<file path="config.mk">
export PLATFORM = sky130hd
export DESIGN_NAME = lfsr_word_arbiter
export DESIGN_NICKNAME = d
export VERILOG_FILES = /design/src/rtl/lfsr_word_arbiter.sv
export SDC_FILE = /design/constraint.sdc
export NUM_CORES = 1
export LEC_CHECK = 0
export ABC_AREA = 0
export ABC_CLOCK_PERIOD_IN_PS = 2000
export CORE_MARGIN = 2
export CORE_UTILIZATION = 35
export CTS_BUF_LIST = sky130_fd_sc_hd__clkbuf_16
export CTS_CLUSTER_SIZE = 10
export DETAILED_ROUTE_END_ITERATION = 12
export PLACE_DENSITY = 0.58
export SYNTH_ARGS = -nofsm -noshare
export SYNTH_HDL_FRONTEND = slang
export SYNTH_SLANG_ARGS = --single-unit
</file>
<file path="constraint.sdc">
create_clock -name clk -period 2 [get_ports clk]
set_clock_uncertainty 0.15 [all_clocks]
set_input_delay 0.5 -clock clk [delete_from_list [all_inputs] [get_ports clk]]
set_output_delay 0.5 -clock clk [all_outputs]
set_load 0.03 [all_outputs]
</file>
<file path="src/rtl/lfsr_word_arbiter.sv">
// lfsr_word_arbiter: shares one serial LFSR among N_REQ requesters.
// A grant is served by WORD_W advance cycles that collect one bit each. The collected
// word is returned with a one-cycle gnt pulse. Reseeds are queued and run only between words.
// Optional feature macro: LFSR_LOCKUP_RECOVER_EN (reseeds automatically on an all-zero LFSR state).
module lfsr_word_arbiter #(
  parameter int unsigned        N_REQ        = 4,
  parameter int unsigned        WORD_W       = 8,
  parameter int unsigned        STATE_W      = 5,
  parameter logic [STATE_W-1:0] SEED_DEFAULT = STATE_W'(1)
) (
  input  logic               clk,
  input  logic               rst,
  input  logic [N_REQ-1:0]   req,
  output logic [N_REQ-1:0]   gnt,
  output logic [WORD_W-1:0]  word,
  input  logic               reseed_req,
  input  logic [STATE_W-1:0] seed_in,
  output logic               busy,
  output logic               lfsr_advance,
  output logic               lfsr_reinit,
  output logic [STATE_W-1:0] lfsr_seed,
  input  logic               lfsr_out,
  input  logic [STATE_W-1:0] lfsr_state
);

  localparam int unsigned IDX_W = (N_REQ > 1) ? $clog2(N_REQ) : 1;
  localparam int unsigned CNT_W = (WORD_W > 1) ? $clog2(WORD_W) : 1;

  typedef enum logic [1:0] {
    IDLE   = 2'd0,
    RESEED = 2'd1,
    GEN    = 2'd2,
    DONE   = 2'd3
  } state_t;

  state_t             state, state_nxt;
  logic [IDX_W-1:0]   owner, owner_nxt;
  logic [IDX_W-1:0]   rr, rr_nxt;
  logic [CNT_W-1:0]   cnt, cnt_nxt;
  logic [STATE_W-1:0] seed_hold, seed_hold_nxt;
  logic               reseed_pend, reseed_pend_nxt;
  logic [STATE_W-1:0] seed_nxt;
  logic [WORD_W-1:0]  word_nxt;
  logic [N_REQ-1:0]   gnt_nxt;
  logic               busy_nxt, advance_nxt, reinit_nxt;
  logic [IDX_W-1:0]   pick;
  logic               found;

`ifdef LFSR_LOCKUP_RECOVER_EN
  logic lockup_seen, lockup_seen_nxt;
  logic unused_lockup;
  assign unused_lockup = lockup_seen;
`else
  logic unused_state;
  assign unused_state = ^lfsr_state;
`endif

  // Round-robin search: first asserted request at or after the rr pointer
  always_comb begin
    pick  = rr;
    found = 1'b0;
    for (int unsigned i = 0; i < N_REQ; i++) begin
      if (!found && req[(32'(rr) + i) % N_REQ]) begin
        found = 1'b1;
        pick  = IDX_W'((32'(rr) + i) % N_REQ);
      end
    end
  end

  // Next-state, datapath and registered-output next values
  always_comb begin
    state_nxt       = state;
    owner_nxt       = owner;
    rr_nxt          = rr;
    cnt_nxt         = cnt;
    seed_hold_nxt   = seed_hold;
    reseed_pend_nxt = reseed_pend;
    seed_nxt        = lfsr_seed;
    word_nxt        = word;
`ifdef LFSR_LOCKUP_RECOVER_EN
    lockup_seen_nxt = lockup_seen;
`endif
    case (state)
      IDLE: begin
        if (reseed_pend) begin
          state_nxt       = RESEED;
          seed_nxt        = seed_hold;
          reseed_pend_nxt = 1'b0;
        end
`ifdef LFSR_LOCKUP_RECOVER_EN
        else if (lfsr_state == '0) begin
          // Stuck LFSR: reload whatever seed is already presented
          state_nxt       = RESEED;
          lockup_seen_nxt = 1'b1;
        end
`endif
        else if (found) begin
          state_nxt = GEN;
          owner_nxt = pick;
          cnt_nxt   = '0;
        end
      end
      RESEED: state_nxt = IDLE;
      GEN: begin
        word_nxt[cnt] = lfsr_out;
        if (cnt == CNT_W'(WORD_W - 1)) begin
          state_nxt = DONE;
          cnt_nxt   = '0;
        end else begin
          cnt_nxt = cnt + CNT_W'(1);
        end
      end
      DONE: begin
        state_nxt = IDLE;
        rr_nxt    = (32'(owner) == N_REQ - 1) ? '0 : owner + IDX_W'(1);
      end
      default: state_nxt = IDLE;
    endcase
    // A new reseed request always pends, overwriting any earlier one
    if (reseed_req) begin
      reseed_pend_nxt = 1'b1;
      seed_hold_nxt   = seed_in;
    end
    gnt_nxt     = (state_nxt == DONE) ? (N_REQ'(1) << owner_nxt) : '0;
    busy_nxt    = (state_nxt != IDLE);
    advance_nxt = (state_nxt == GEN);
    reinit_nxt  = (state_nxt == RESEED);
  end

  // State register
  always_ff @(posedge clk) begin
    if (rst) state <= IDLE;
    else     state <= state_nxt;
  end

  // Datapath and registered outputs
  always_ff @(posedge clk) begin
    if (rst) begin
      owner        <= '0;
      rr           <= '0;
      cnt          <= '0;
      seed_hold    <= SEED_DEFAULT;
      reseed_pend  <= 1'b0;
      lfsr_seed    <= SEED_DEFAULT;
      word         <= '0;
      gnt          <= '0;
      busy         <= 1'b0;
      lfsr_advance <= 1'b0;
      lfsr_reinit  <= 1'b0;
`ifdef LFSR_LOCKUP_RECOVER_EN
      lockup_seen  <= 1'b0;
`endif
    end else begin
      owner        <= owner_nxt;
      rr           <= rr_nxt;
      cnt          <= cnt_nxt;
      seed_hold    <= seed_hold_nxt;
      reseed_pend  <= reseed_pend_nxt;
      lfsr_seed    <= seed_nxt;
      word         <= word_nxt;
      gnt          <= gnt_nxt;
      busy         <= busy_nxt;
      lfsr_advance <= advance_nxt;
      lfsr_reinit  <= reinit_nxt;
`ifdef LFSR_LOCKUP_RECOVER_EN
      lockup_seen  <= lockup_seen_nxt;
`endif
    end
  end

endmodule

</file>
==> implementation parameters, run 1 <==
Parameter                              Value

Critical path
  Cell count along the critical path    1
  Cell family with most CP delay    buffers and inverters
  Endpoint class of the critical path    output port
  Required time reported for the critical path endpoint    roughly 1400 ps
  Worst setup startpoint    word[0]$_SDFFE_PP0P_
  Critical path class    flip-flop to output port
  Depth of the worst register-to-register path    5
  Crit-path cells    clkdlybuf4s50_1
  Worst R2R Start    state[1]$_SDFF_PP0_
  Reg-to-Reg End    lfsr_seed[0]$_SDFFE_PP1P_
  Maximum fanout encountered on the critical timing path    2
  Crit path capture    word[0]
  Maximum cell stage delay along the critical path    ~690 ps
  Signal arrival time at the worst endpoint    around 1300 ps
  Total buffers and inverters traversed by the critical path    1
  Cell with the largest stage delay on the worst path    clkdlybuf4s50_1
  R2R Setup Slk    between 300 and 400 ps
  Kind of start point of the critical path    flip-flop

Layout
  Most used cells in the layout excluding fill and tap cells    dfxtp_1, clkdlybuf4s50_1, nor2_1
  Area Overhead vs Synth    37.39%
  Most frequent standard cell in the layout excluding fill and tap cells    dfxtp_1
  Final design instance area without fill    about 0.0020 sq mm
  Antenna Cells    0
  Share of final-layout standard cells stronger than drive strength 1    0.1005
  Nets@finish    219
  # fillers    about 380

Timing
  Final hold violations    0
  Final worst path period share    0.9704
  Setup slack after layout    59.27 ps
  Setup repair after global routing missed its margin    no
  Actual slew at the worst max-slew pin    about 430 ps
  Tightest slew margin relative to the limit    0.7132
  Clock period minus worst slack    between 1500 and 2000 ps
  Max Slew Vio Count    0
  Final count of negative-setup-slack endpoints    0
  Max Freq    ~520 MHz
  Aggregate negative setup slack    0 ps

Logic synthesis
  Count of cell types in the netlist    31
  Yosys warns    0
  Asr flop ratio synth    0
  Post-synth net total    around 180
  Post-synth top flop    dfxtp_1
  Cell area after technology mapping    roughly 0.0015 sq mm
  Cell count after synthesis    160
  Synthesized area divided by synthesized cell count    9.118 sq um
  Number of synthesized register bits    35
  Sequential share of the synthesized area    0.4803
  Number of flops mapped to enable cells by yosys    0

Run status
  Status    complete, no violations

Clock network
  Number of clock buffers inserted by TritonCTS    5
  H-tree levels    2
  CTS tree    built
  Clk Tree Root Cell    clkbuf_16
  Clock sinks    35
  Clock slew seen by the registers of the worst setup and hold paths    around 50 ps
  # hold bufs at CTS    0
  Clock Tree Buf Depth    2
  Count of cells resized by post-cts repair    0
  Worst-skew pair later-pin latency    270 ps
  Count of buffers added by post-CTS timing repair for setup    0

Power and ir drop
  Relative contribution of the clock network to total power    0.426
  Power density of the placed cells    819.0 mW/mm^2
  Cell-internal power    around 1.3 mW
  Sw Ratio    0.2287
  Reported net switching power    approximately 0.38 mW
  Worst vdd rail ir drop    around 0.00046 V
  Leakage    just under 0.8 nW
  Relative contribution of combinational cells to total power    0.116
  Part of the total power dissipated in sequential elements    0.458

Global route
  Maximum number of pins on one net before global-route repair    18
  Initial antenna violation count    0
  Wire length of the first global-routing pass    roughly 5.0 mm
  Number of global-route vias before repair    roughly 1200
  All-Layer GR Usage    0.1450
  GR Overflow Total    0

Detailed routing
  Total detailed-routing wirelength    a little under 3 mm
  Mean routed wirelength per cell    between 10 and 15 um
  Vias    roughly 1200
  Number of violations reported at the end of detailed-routing iteration 0    36
  Post-detailed-route count of antenna-violating nets    0
  Length of the first detailed-routing pass in iterations    4
  DRC errors left    0
  Detailed-route vias per instance    roughly 5

Placement
  Cell area after placement    approximately 0.0019 sq mm
  Pre-CTS WS    -219.0 ps
  Detailed Place HPWL    2.183 mm
  Placer Congestion    0.7854
  Count of input and output buffers    32

Floorplanning
  Placement Rows    23
  Area of the core region    between 0.004 and 0.005 sq mm
  Initial cell density of the core    0.3647
  Boundary Pins    38
  Full die area    0.004700 sq mm
  Die X-Extent    between 60 and 70 um
  Die height    68.56 um

Job
  # Max-Cap Violations    0

Worst hold path
  Hold Path Stages    2
  Type of the worst min-delay path    flip-flop to flip-flop
-- power by group through the flow --
stage	clock network [mW]	logic, mW	registers [mW]
after floorplan	0	0.102	0.775
after global placement	0	0.188	0.763
after detailed placement	0	0.192	0.764
after CTS	0.724	0.193	0.751
after global routing	0.748	0.209	0.756
final	0.699	0.191	0.751
-- layout make-up --
type | instances | area (sq um) | area share
Multi-Input combinational cell | 111 | 703.2 | 0.3508
Clock buffer | 5 | 125.1 | 0.06242
Sequential cell | 35 | 700.7 | 0.3496
Tap cell | 50 | 62.56 | 0.03121
Clock inverter | 3 | 11.26 | 0.005618
Inverter | 5 | 18.77 | 0.009363
Timing Repair Buffer | 40 | 382.9 | 0.1910
-- cell families after synthesis --
logic type | count (synthesis) | share of synthesized area
buffers and inverters | 14 | 0.04031
multiplexers | 12 | 0.08491
AO/OA/AOI/OAI | 30 | 0.1252
flip-flops | 35 | 0.4803
adder cells (fa/ha/maj) | 3 | 0.02573
AND/OR/NAND/NOR | 66 | 0.2436
-- how the worst min path moves through the flow --
stage | from | to | slack, ps
floorplan | seed_hold[0]$_SDFFE_PP1P_ | lfsr_seed[0]$_SDFFE_PP1P_ | 280
global placement | seed_hold[0]$_SDFFE_PP1P_ | lfsr_seed[0]$_SDFFE_PP1P_ | 290
detailed placement | seed_hold[0]$_SDFFE_PP1P_ | lfsr_seed[0]$_SDFFE_PP1P_ | 300
CTS | seed_hold[3]$_SDFFE_PP0P_ | lfsr_seed[3]$_SDFFE_PP0P_ | 310
global route | seed_hold[4]$_SDFFE_PP0P_ | lfsr_seed[4]$_SDFFE_PP0P_ | 330
finish | seed_hold[3]$_SDFFE_PP0P_ | lfsr_seed[3]$_SDFFE_PP0P_ | 300
-- state kept, by name, summed over array words and instances (netlist names) --
signal and count:
lfsr_advance 1, gnt 4, lfsr_reinit 1, busy 1, owner 2, state 2, reseed_pend 1, word 8
lfsr_seed 5, rr 2, cnt 3, seed_hold 5
-- cells in the mapped netlist (2+ instances only) --
library cell   n  share of area
nand2_1       11          0.028
a211o_1        2          0.012
nor4_4         2          0.029
buf_2          2         0.0069
a21oi_1       11          0.038
nor2_1        24          0.062
nor3b_1        2          0.010
inv_1          5          0.013
mux2i_1       11          0.075
dfxtp_1       35           0.48
nand2b_1       2         0.0086
nand3b_1       2          0.010
clkbuf_1       6          0.015
nor4_1         2         0.0086
a211oi_1       3          0.015
o21ai_0        8          0.027
ha_1           3          0.026
nor2b_1        7          0.030
nor3_1         9          0.031
nand3_1        2         0.0069
-- metal layers --
| metal | share of wire | GRT usage | wire length (um) | up-vias |
|---|---|---|---|---|
| li1 | - | - | - | 628 |
| met1 | 0.45 | 0.1587 | 1342 | 545 |
| met2 | 0.47 | 0.2488 | 1398 | 30 |
| met3 | 0.055 | 0.04221 | 164 | 6 |
| met4 | 0.020 | 0.08250 | 58 | 0 |
| met5 | 0 | 0 | 0 | - |
-- metrics by stage --
stage | power (mW) | hold WS [ps] | utilization | instances
after floorplan | 0.8776 | 277.3 | - | 160
after global placement | 0.9506 | 285.8 | 0.4654 | 241
final | 1.642 | 302.0 | 0.5011 | 249
after detailed placement | 0.9566 | 296.9 | 0.4654 | 241
after global routing | 1.713 | 333.0 | 0.5011 | 249
after CTS | 1.668 | 306.0 | 0.4995 | 249
No activity file was read; power rests on OpenSTA's default activity.
==> run 2: changes to the inputs <==
--- a/config.mk
+++ b/config.mk
@@ -5,7 +5,6 @@
 export SDC_FILE = /design/constraint.sdc
 export NUM_CORES = 1
 export LEC_CHECK = 0
-export ABC_AREA = 0
 export ABC_CLOCK_PERIOD_IN_PS = 2000
 export CORE_MARGIN = 2
 export CORE_UTILIZATION = 35
==> constraint.sdc (replaced) <==
create_clock -name clk -period 2 [get_ports clk]
set_clock_uncertainty 0.15 [all_clocks]
set_input_delay 0.5 -clock clk [delete_from_list [all_inputs] [get_ports clk]]
set_output_delay 0.5 -clock clk [all_outputs]
set_load 0.005 [all_outputs]
==> results of run 2 <==
Same layout as run 1 (identical final DEF). Status: complete, no violations.
Among the figures that moved: setup slack after layout 59.27 ps -> 108.6 ps; start point of the critical path word[0]$_SDFFE_PP0P_ -> req[3]; end point of the critical path word[0] -> gnt[0]$_SDFF_PP0_; total power 1.642 mW -> 1.621 mW; worst IR drop on VDD 0.0004648 V -> 0.0004647 V
